[config.mk]
export PLATFORM = sky130hd
export DESIGN_NAME = bmem_line_adapter_flat
export DESIGN_NICKNAME = d
export VERILOG_FILES = /design/src/rtl/bmem_line_adapter_if.sv /design/src/rtl/bmem_line_adapter.sv /design/src/flat_wrapper.sv
export SDC_FILE = /design/constraint.sdc
export NUM_CORES = 1
export LEC_CHECK = 0
export ABC_AREA = 0
export CAP_MARGIN = 20
export CELL_PAD_IN_SITES_DETAIL_PLACEMENT = 0
export CELL_PAD_IN_SITES_GLOBAL_PLACEMENT = 1
export CORE_ASPECT_RATIO = 0.5
export CORE_MARGIN = 2
export CORE_UTILIZATION = 44
export CTS_BUF_LIST = sky130_fd_sc_hd__clkbuf_4 sky130_fd_sc_hd__clkbuf_8
export DETAILED_ROUTE_END_ITERATION = 8
export PLACE_DENSITY = 0.95
export SYNTH_ARGS = -nofsm -noshare
export SYNTH_HDL_FRONTEND = slang
export SYNTH_SLANG_ARGS = --single-unit
[constraint.sdc]
create_clock -name clk -period 4.2 [get_ports clk]
set_input_delay 0.84 -clock clk [delete_from_list [all_inputs] [get_ports clk]]
set_output_delay 0.84 -clock clk [all_outputs]
set_load 0.01 [all_outputs]
[src/rtl/bmem_line_adapter_if.sv]
// bmem_line_adapter_if
//   Bundles the line-request side (from the arbiter) and the beat-level bmem
//   side of bmem_line_adapter into one interface.
//   modport master : used by the adapter. It accepts line requests and masters
//                    the bmem bus.
//   modport slave  : used by the environment, meaning the arbiter plus the
//                    bmem model.
//   Request side : req_addr/req_read/req_write/req_wdata in, req_ready out,
//                  resp/resp_rdata/resp_raddr/err_mismatch out.
//   bmem side    : bmem_addr/bmem_read/bmem_write/bmem_wdata out,
//                  bmem_ready/bmem_raddr/bmem_rdata/bmem_rvalid in.
interface bmem_line_adapter_if #(
  parameter int LINE_BITS = 256,
  parameter int BEAT_BITS = 64
);
  logic [31:0]          req_addr;
  logic                 req_read;
  logic                 req_write;
  logic [LINE_BITS-1:0] req_wdata;
  logic                 req_ready;
  logic                 resp;
  logic [LINE_BITS-1:0] resp_rdata;
  logic [31:0]          resp_raddr;
  logic                 err_mismatch;

  logic [31:0]          bmem_addr;
  logic                 bmem_read;
  logic                 bmem_write;
  logic [BEAT_BITS-1:0] bmem_wdata;
  logic                 bmem_ready;
  logic [31:0]          bmem_raddr;
  logic [BEAT_BITS-1:0] bmem_rdata;
  logic                 bmem_rvalid;

  modport master (
    input  req_addr, req_read, req_write, req_wdata,
    output req_ready, resp, resp_rdata, resp_raddr, err_mismatch,
    output bmem_addr, bmem_read, bmem_write, bmem_wdata,
    input  bmem_ready, bmem_raddr, bmem_rdata, bmem_rvalid
  );

  modport slave (
    output req_addr, req_read, req_write, req_wdata,
    input  req_ready, resp, resp_rdata, resp_raddr, err_mismatch,
    input  bmem_addr, bmem_read, bmem_write, bmem_wdata,
    output bmem_ready, bmem_raddr, bmem_rdata, bmem_rvalid
  );
endinterface

[src/rtl/bmem_line_adapter.sv]
// bmem_line_adapter
//   Turns one LINE_BITS cache-line request into a BEAT_BITS burst on bmem.
//   Read bursts are reassembled into a full line. Completion is reported with
//   a single resp pulse.
//
//   Ports:
//     clk  rising-edge clock
//     rst  asynchronous active-low reset
//     bus  bmem_line_adapter_if.master, which carries the request/response and
//          bmem signals
//
//   Optional feature: `BMEM_RADDR_CHECK_EN.
//     When it is defined, read beats whose bmem_raddr[31:5] does not match the
//     line being read are dropped, and err_mismatch pulses for that cycle.
//     When it is not defined, every beat is taken and err_mismatch stays 0.
module bmem_line_adapter #(
  parameter int LINE_BITS = 256,
  parameter int BEAT_BITS = 64
) (
  input  logic                  clk,
  input  logic                  rst,
  bmem_line_adapter_if.master   bus
);
  localparam int BEATS = LINE_BITS / BEAT_BITS;
  localparam int CNT_W = (BEATS > 1) ? $clog2(BEATS) : 1;

  typedef enum logic [2:0] {IDLE, RD_CMD, RD_DATA, WR, RESP} state_e;
  typedef logic [BEATS-1:0][BEAT_BITS-1:0] line_t;
  typedef struct packed {
    logic [31:0] addr;
    line_t       wdata;
  } req_t;

  state_e           state_q, state_d;
  req_t             req_q;
  logic [CNT_W-1:0] beat_cnt;
  line_t            line_q, line_next, rdata_q;
  logic             accept, last_beat, tag_ok, beat_take, wr_go;
  logic             unused_ok;

  assign accept    = (state_q == IDLE) && (bus.req_read || bus.req_write);
  assign last_beat = (beat_cnt == CNT_W'(BEATS-1));

`ifdef BMEM_RADDR_CHECK_EN
  assign tag_ok    = (bus.bmem_raddr[31:5] == req_q.addr[31:5]);
  assign unused_ok = ^{bus.req_addr[4:0], bus.bmem_raddr[4:0]};
`else
  assign tag_ok    = 1'b1;
  assign unused_ok = ^{bus.req_addr[4:0], bus.bmem_raddr};
`endif

  // Read beats count only in RD_DATA. Beats arriving in any other state are dropped.
  assign beat_take = (state_q == RD_DATA) && bus.bmem_rvalid && tag_ok;
  assign wr_go     = (state_q == WR) && bus.bmem_ready;

  // ---------------- state register ----------------
  always_ff @(posedge clk or negedge rst) begin
    if (!rst) state_q <= IDLE;
    else      state_q <= state_d;
  end

  // ---------------- next state ----------------
  always_comb begin
    state_d = state_q;
    case (state_q)
      IDLE:    if (accept)                 state_d = bus.req_write ? WR : RD_CMD;
      RD_CMD:  if (bus.bmem_ready)         state_d = RD_DATA;
      RD_DATA: if (beat_take && last_beat) state_d = RESP;
      WR:      if (wr_go && last_beat)     state_d = RESP;
      RESP:                                state_d = IDLE;
      default:                             state_d = IDLE;
    endcase
  end

  // ---------------- outputs ----------------
  always_comb begin
    bus.req_ready    = 1'b0;
    bus.bmem_read    = 1'b0;
    bus.bmem_write   = 1'b0;
    bus.resp         = 1'b0;
    bus.bmem_addr    = '0;
    bus.bmem_wdata   = '0;
    bus.err_mismatch = 1'b0;
    case (state_q)
      IDLE:    bus.req_ready = 1'b1;
      RD_CMD: begin
        bus.bmem_read = 1'b1;
        bus.bmem_addr = req_q.addr;
      end
`ifdef BMEM_RADDR_CHECK_EN
      RD_DATA: bus.err_mismatch = bus.bmem_rvalid && !tag_ok;
`endif
      WR: begin
        bus.bmem_write = 1'b1;
        bus.bmem_addr  = req_q.addr;
        bus.bmem_wdata = req_q.wdata[beat_cnt];
      end
      RESP:    bus.resp = 1'b1;
      default: ;
    endcase
  end

  assign bus.resp_rdata = rdata_q;
  assign bus.resp_raddr = req_q.addr;

  // ---------------- datapath ----------------
  // The request is latched once at accept. Later changes on req_* are ignored
  // until the adapter returns to IDLE.
  always_ff @(posedge clk or negedge rst) begin
    if (!rst) begin
      req_q <= '0;
    end else if (accept) begin
      req_q.addr  <= {bus.req_addr[31:5], 5'b0};
      req_q.wdata <= line_t'(bus.req_wdata);
    end
  end

  // Cleared on every IDLE entry, so an aborted or finished burst never leaks
  // its count into the next line.
  always_ff @(posedge clk or negedge rst) begin
    if (!rst)                    beat_cnt <= '0;
    else if (state_d == IDLE)    beat_cnt <= '0;
    else if (beat_take || wr_go) beat_cnt <= beat_cnt + CNT_W'(1);
  end

  // The current beat is merged with the earlier slots here. This lets the
  // completed line be registered into resp_rdata on the same edge that takes
  // the last beat, so the line is valid together with resp.
  always_comb begin
    line_next           = line_q;
    line_next[beat_cnt] = bus.bmem_rdata;
  end

  always_ff @(posedge clk or negedge rst) begin
    if (!rst) begin
      line_q  <= '0;
      rdata_q <= '0;
    end else if (beat_take) begin
      line_q <= line_next;
      if (last_beat) rdata_q <= line_next;
    end
  end
endmodule

[src/flat_wrapper.sv]
// flat-port wrapper written by rule: the top's interface ports become plain ports
module bmem_line_adapter_flat 
#(
  parameter int LINE_BITS = 256,
  parameter int BEAT_BITS = 64
)
  (clk, rst, bus_req_addr, bus_req_read, bus_req_write, bus_req_wdata, bus_req_ready, bus_resp, bus_resp_rdata, bus_resp_raddr, bus_err_mismatch, bus_bmem_addr, bus_bmem_read, bus_bmem_write, bus_bmem_wdata, bus_bmem_ready, bus_bmem_raddr, bus_bmem_rdata, bus_bmem_rvalid);
  bmem_line_adapter_if #(.LINE_BITS(LINE_BITS), .BEAT_BITS(BEAT_BITS)) bus_i ();
  input  logic clk;
  input  logic rst;
  input wire logic [$bits(bus_i.req_addr)-1:0] bus_req_addr;
  input wire logic [$bits(bus_i.req_read)-1:0] bus_req_read;
  input wire logic [$bits(bus_i.req_write)-1:0] bus_req_write;
  input wire logic [$bits(bus_i.req_wdata)-1:0] bus_req_wdata;
  output wire logic [$bits(bus_i.req_ready)-1:0] bus_req_ready;
  output wire logic [$bits(bus_i.resp)-1:0] bus_resp;
  output wire logic [$bits(bus_i.resp_rdata)-1:0] bus_resp_rdata;
  output wire logic [$bits(bus_i.resp_raddr)-1:0] bus_resp_raddr;
  output wire logic [$bits(bus_i.err_mismatch)-1:0] bus_err_mismatch;
  output wire logic [$bits(bus_i.bmem_addr)-1:0] bus_bmem_addr;
  output wire logic [$bits(bus_i.bmem_read)-1:0] bus_bmem_read;
  output wire logic [$bits(bus_i.bmem_write)-1:0] bus_bmem_write;
  output wire logic [$bits(bus_i.bmem_wdata)-1:0] bus_bmem_wdata;
  input wire logic [$bits(bus_i.bmem_ready)-1:0] bus_bmem_ready;
  input wire logic [$bits(bus_i.bmem_raddr)-1:0] bus_bmem_raddr;
  input wire logic [$bits(bus_i.bmem_rdata)-1:0] bus_bmem_rdata;
  input wire logic [$bits(bus_i.bmem_rvalid)-1:0] bus_bmem_rvalid;
  assign bus_i.req_addr = bus_req_addr;
  assign bus_i.req_read = bus_req_read;
  assign bus_i.req_write = bus_req_write;
  assign bus_i.req_wdata = bus_req_wdata;
  assign bus_req_ready = bus_i.req_ready;
  assign bus_resp = bus_i.resp;
  assign bus_resp_rdata = bus_i.resp_rdata;
  assign bus_resp_raddr = bus_i.resp_raddr;
  assign bus_err_mismatch = bus_i.err_mismatch;
  assign bus_bmem_addr = bus_i.bmem_addr;
  assign bus_bmem_read = bus_i.bmem_read;
  assign bus_bmem_write = bus_i.bmem_write;
  assign bus_bmem_wdata = bus_i.bmem_wdata;
  assign bus_i.bmem_ready = bus_bmem_ready;
  assign bus_i.bmem_raddr = bus_bmem_raddr;
  assign bus_i.bmem_rdata = bus_bmem_rdata;
  assign bus_i.bmem_rvalid = bus_bmem_rvalid;
  bmem_line_adapter #(.LINE_BITS(LINE_BITS), .BEAT_BITS(BEAT_BITS)) u_core (.clk(clk), .rst(rst), .bus(bus_i));
endmodule
# After elaboration in Yosys (flattened, before gate mapping)
# Cells that the tools add are included.
[word_totals]
regBits = 800
romBits = 0
mem_count = 0
latchBits = 0
ramBits = 0
output_inout_bits = 389
[classes]
n_lt_le_gt_ge = 2
n_reduce_logical = 13
bitwise = 0
multipliers = 0
div = 0
muxes = 19
addsub = 1
n_shift = 0
n_eq_ne = 5
[op_table]
columns = ["cell", "n"]
rows = [
  ["256-bit bitwise mux", 1],
  ["64-bit two-way mux", 3],
  ["64-bit binary-select mux with 2-bit select", 1],
  ["64-bit demux with 2-bit select", 1],
  ["32-bit two-way mux", 1],
  ["3-bit two-way mux", 4],
  ["3-bit case mux with 4 select lines", 1],
  ["3-bit by 2-bit == test with 1-bit output, second input constant", 2],
  ["1-bit logical AND", 6],
  ["3-bit zero test", 2],
  ["2-bit two-way mux", 3],
  ["1-bit two-way mux", 4],
  ["3-bit by 1-bit == test with 1-bit output, second input constant", 1],
  ["3-bit == test, second input constant", 1],
  ["2-bit by 3-bit less-than comparator with 1-bit output, second input constant", 1],
  ["2-bit by 1-bit adder with 2-bit output, second input constant", 1],
  ["2-bit == test, second input constant", 1],
  ["2-bit by 1-bit >= comparator with 1-bit output, second input constant", 1],
  ["1-bit logical OR", 2],
  ["2-bit AND reduction", 1],
  ["2-bit nonzero test", 1],
  ["2-bit OR reduction", 1],
]

# Depth between registers and ports, before layout
[depth]
depth_word = 7
ltp_mapped = 9
mapped_depth_nobuf = 5

# Least setup slack after synthesis
# No wires, ideal clock.
[synth_timing]
path_type = "flip-flop to output port"
from = "register u_core.beat_cnt[0]"
to = "output bus_bmem_wdata[14]"
t_arrival_ns = 1.619
path_stages_with_launch = 5
required_ns = 3.360
setup_slack_ns = 1.741
cell_sequence = "dfrtp_1 > buf_2 > buf_2 > mux4_2 > and2_1"
[synth_between]
elab_chain_len = 3
[synth_rtl]
columns = ["item", "line", "source"]
rows = [
  ["start: declaration", "bmem_line_adapter.sv:36", "logic [CNT_W-1:0] beat_cnt;"],
  ["start signal: assignment", "bmem_line_adapter.sv:123", "else if (beat_take || wr_go) beat_cnt <= beat_cnt + CNT_W'(1);"],
  ["64-bit binary-select mux with 2-bit select", "bmem_line_adapter.sv:96", "bus.bmem_wdata = req_q.wdata[beat_cnt];"],
  ["64-bit two-way mux (implied by the code)", "bmem_line_adapter.sv:96", ""],
  ["64-bit two-way mux", "bmem_line_adapter.sv:84", "case (state_q)"],
  ["end: declaration", "flat_wrapper.sv:23", "output wire logic [$bits(bus_i.bmem_wdata)-1:0] bus_bmem_wdata;"],
]
# Every way passes these cells. The select of a mux whose other input is x is not followed.

# Final worst setup path
[layout_timing]
from = "register u_core.beat_cnt[0]"
to = "output bus_bmem_wdata[19]"
# Same word-level chain as after synthesis.

==> flow_summary.json <==
{
  "start_kind": "flip-flop",
  "grtUsageMet2_pct": 40.97,
  "die_h_microns": 193.8,
  "p_int_uw": 21670,
  "instances_no_fill": 4127,
  "syn_to_final_growth_pct": 32.47,
  "clk_pin_slew_worst_paths_ps": 70,
  "die_w_microns": 383.6,
  "required_ps": 3360,
  "path_buf_inv": 2,
  "cts-hold-fix-buffers": 0,
  "cp_max_fo": 24,
  "fin_crit_sh_pct": 92.70,
  "maxCapViolations": 0,
  "die-area_sq_um": 74330,
  "drive_gt1_share_pct": 24.06,
  "setup_viol": 0,
  "p_leak_uw": 0.01809,
  "io_buffers": 730,
  "met3_usage_pct": 4.889,
  "grt_antenna_before_repair": 15,
  "dp_hpwl_mm": 63.75,
  "finalHoldViolCount": 0,
  "critPathMaxStageDelay_ps": 770,
  "outcome": "finished, final reports clean",
  "reg2reg_slack_ps": 1160,
  "swShare_pct": 32.94,
  "p_comb_share_pct": 42.2,
  "crit_type": "reg2out",
  "route.detailed.drc": 0,
  "cts_sinks": 736,
  "firstDrtPassIters": 5,
  "p_sw_uw": 10640,
  "grt_pass1_vias": 22298,
  "avgSynthCellArea_sq_um": 13.40,
  "yosysMostFrequentCell": "dfrtp_1",
  "syn_inst": 2366,
  "synth_edf_count": 0,
  "overflow": 0,
  "core_sq_um": 71140,
  "p_seq_share_pct": 38.8,
  "fin_skew_ps": 60.76,
  "yosysTopAreaCell": "dfrtp_1",
  "fin_tns_setup_ps": 0,
  "synth_top_area_share_pct": 58.11,
  "ctsResizeCount": 0,
  "rows": 69,
  "grt_usage_pct": 24.46,
  "yosysUniqueCellTypes": 33,
  "power.clock.fraction_pct": 19.0,
  "drt_iter0_markers": 1311,
  "gr-usage-met1_pct": 29.86,
  "peakVddDrop_uv": 406.8,
  "synth_ff_type": "dfrtp_1",
  "cp_cell_sequence": "buf_4, mux4_2, and2_1, clkdlybuf4s50_1",
  "grt_pass1_wl_mm": 138.5,
  "cp.arrival_ps": 3050,
  "clock-root-buffer": "clkbuf_8",
  "synthTopCellsByCount": "736 x dfrtp_1, 438 x mux2_2, 386 x nand2_1",
  "cts_tree": "done",
  "end_kind": "output pin",
  "postCtsSetupBuffers": 0,
  "pwr_density_cell_nw_per_um2": 769.7,
  "io_pins": 779,
  "timing.fmax_mhz": 256.8,
  "vias": 21243,
  "ys_warn_count": 0,
  "seq_area_frac_synth_pct": 58.11,
  "numCtsBuffers": 104,
  "max-slew-margin-rel_pct": 23.10,
  "clockBufferDepth": 3,
  "h-tree-depth": 3,
  "synth_area_sq_um": 31700,
  "placed_cells": 3927,
  "cp_top_family": "buffers and inverters",
  "grt_max_degree": 104,
  "clk-insertion-delay-late_ps": 760,
  "ant_nets": 0,
  "gp_congestion": 0.8924,
  "routed_wirelength_mm": 91.04,
  "synth.ff_latch_count": 736,
  "start_util_pct": 44.56,
  "avgViaCountPerCell": 5.147,
  "gr-max-usage-layer": "met2",
  "min_period_ps": 3893,
  "tightest_slew_ps": 1153,
  "fin_nets": 3470,
  "wl_per_cell_microns": 22.06,
  "rsz0062_at_grt": "false",
  "holdCritPathClass": "in2async",
  "crit_slowest_cell": "dfrtp_4",
  "total_power_uw": 32320,
  "drv_slew": 0,
  "ys_async_sr_fraction_pct": 100.0,
  "yosys-top-cells-area": "dfrtp_1 58%, mux2_2 16%, mux2i_1 6.1%"
}
[cells by family (layout without fill, tap and decap cells)]
kind of cell	count (synthesis)	in the layout	share of synthesized area (%)
muxes	732	732	27.52
DFF	736	736	58.11
buffers and inverters	198	976	4.200
xor gates and xnor gates	1	1	0.02764
and+or+nand+nor	490	490	6.699
other	1	26	0.01183
AOI/OAI and AO/OA	204	204	3.280
adders and majority gates	4	4	0.1579
[through the flow]
stage                     utilization (%)  hold WS [ps]  cell area (sq um)  worst slack [ps]
final                               59.02         123.3              41990             306.6
after global routing                59.02         133.6              41990             114.7
after CTS                           58.93         114.6              41920             154.6
after detailed placement            55.75         462.1              39660             986.2
after global placement              55.75         461.2              39660             974.3
after floorplan                         -         463.5              31730              1741
[power groups by stage]
stage	Clock, uW	Combinational [uW]	Sequential, uW
6_report	6150	13600	12500
5_1_grt	6620	14500	12900
4_1_cts	6300	13800	12500
3_5_place_dp	0	13700	12600
3_3_place_gp	0	13400	12400
2_1_floorplan	0	7630	12500
[cell usage in the layout, fill, tap and decap left out, drive strengths merged, types with 2 or more instances in the layout]
cell type      netlist  final
conb                 1     11
mux2               475    475
a211oi               2      2
clkinv               0      8
inv                  5      9
mux4                64     64
mux2i              193    193
clkdlybuf4s50        0    729
a21oi                3      3
a31oi                2      2
ha                   4      4
nor3                 2      2
nand2              389    389
o21ai              193    193
bufinv               0      3
and2                92     92
clkbuf              55    168
dfrtp              736    736
buf                138     58
a21o                 2      2
diode                0     15
[flip-flops by register name, summed over array words and instances, names as in the netlist]
name and cells:
u_core.bus.resp_raddr 27, u_core.req_q 256, u_core.line_q 192, u_core.state_q 3, u_core.bus.resp_rdata 256, u_core.beat_cnt 2
[layer usage]
layer / wire, microns / vias up
li1: - / 9601
met1: 36430 / 10952
met2: 46180 / 476
met3: 3658 / 214
met4: 4782 / 0
met5: 0 / -
[path summary, 6_finish.rpt]
path | cells past startpoint | from | to
worst min register to register | 2 | u_core.bus.resp_rdata[220]$_DFFE_PN0P_ | u_core.bus.resp_rdata[220]$_DFFE_PN0P_
worst max-delay path | 4 | u_core.beat_cnt[0]$_DFFE_PN0P_ | bus_bmem_wdata[19]
min in group clk | 2 | u_core.bus.resp_rdata[220]$_DFFE_PN0P_ | u_core.bus.resp_rdata[220]$_DFFE_PN0P_
max in group asynchronous | 3 | rst | u_core.req_q[169]$_DFFE_PN0P_
worst max register to register | 5 | u_core.beat_cnt[1]$_DFFE_PN0P_ | u_core.line_q[123]$_DFFE_PN0N_
worst min-delay path | 1 | rst | u_core.bus.resp_rdata[226]$_DFFE_PN0P_
[layout make-up]
cell class / count / area [sq um]
timing repair buffer: 787 / 7985
antenna: 15 / 37.54
clock inverter: 16 / 196.4
sequential: 736 / 18430
inverter: 5 / 18.77
clock buffer: 168 / 2068
tap: 958 / 1199
fill: 5636 / 29150
multi-input combinational: 1442 / 12060
Note: power is estimated with default switching activity, not from simulation.
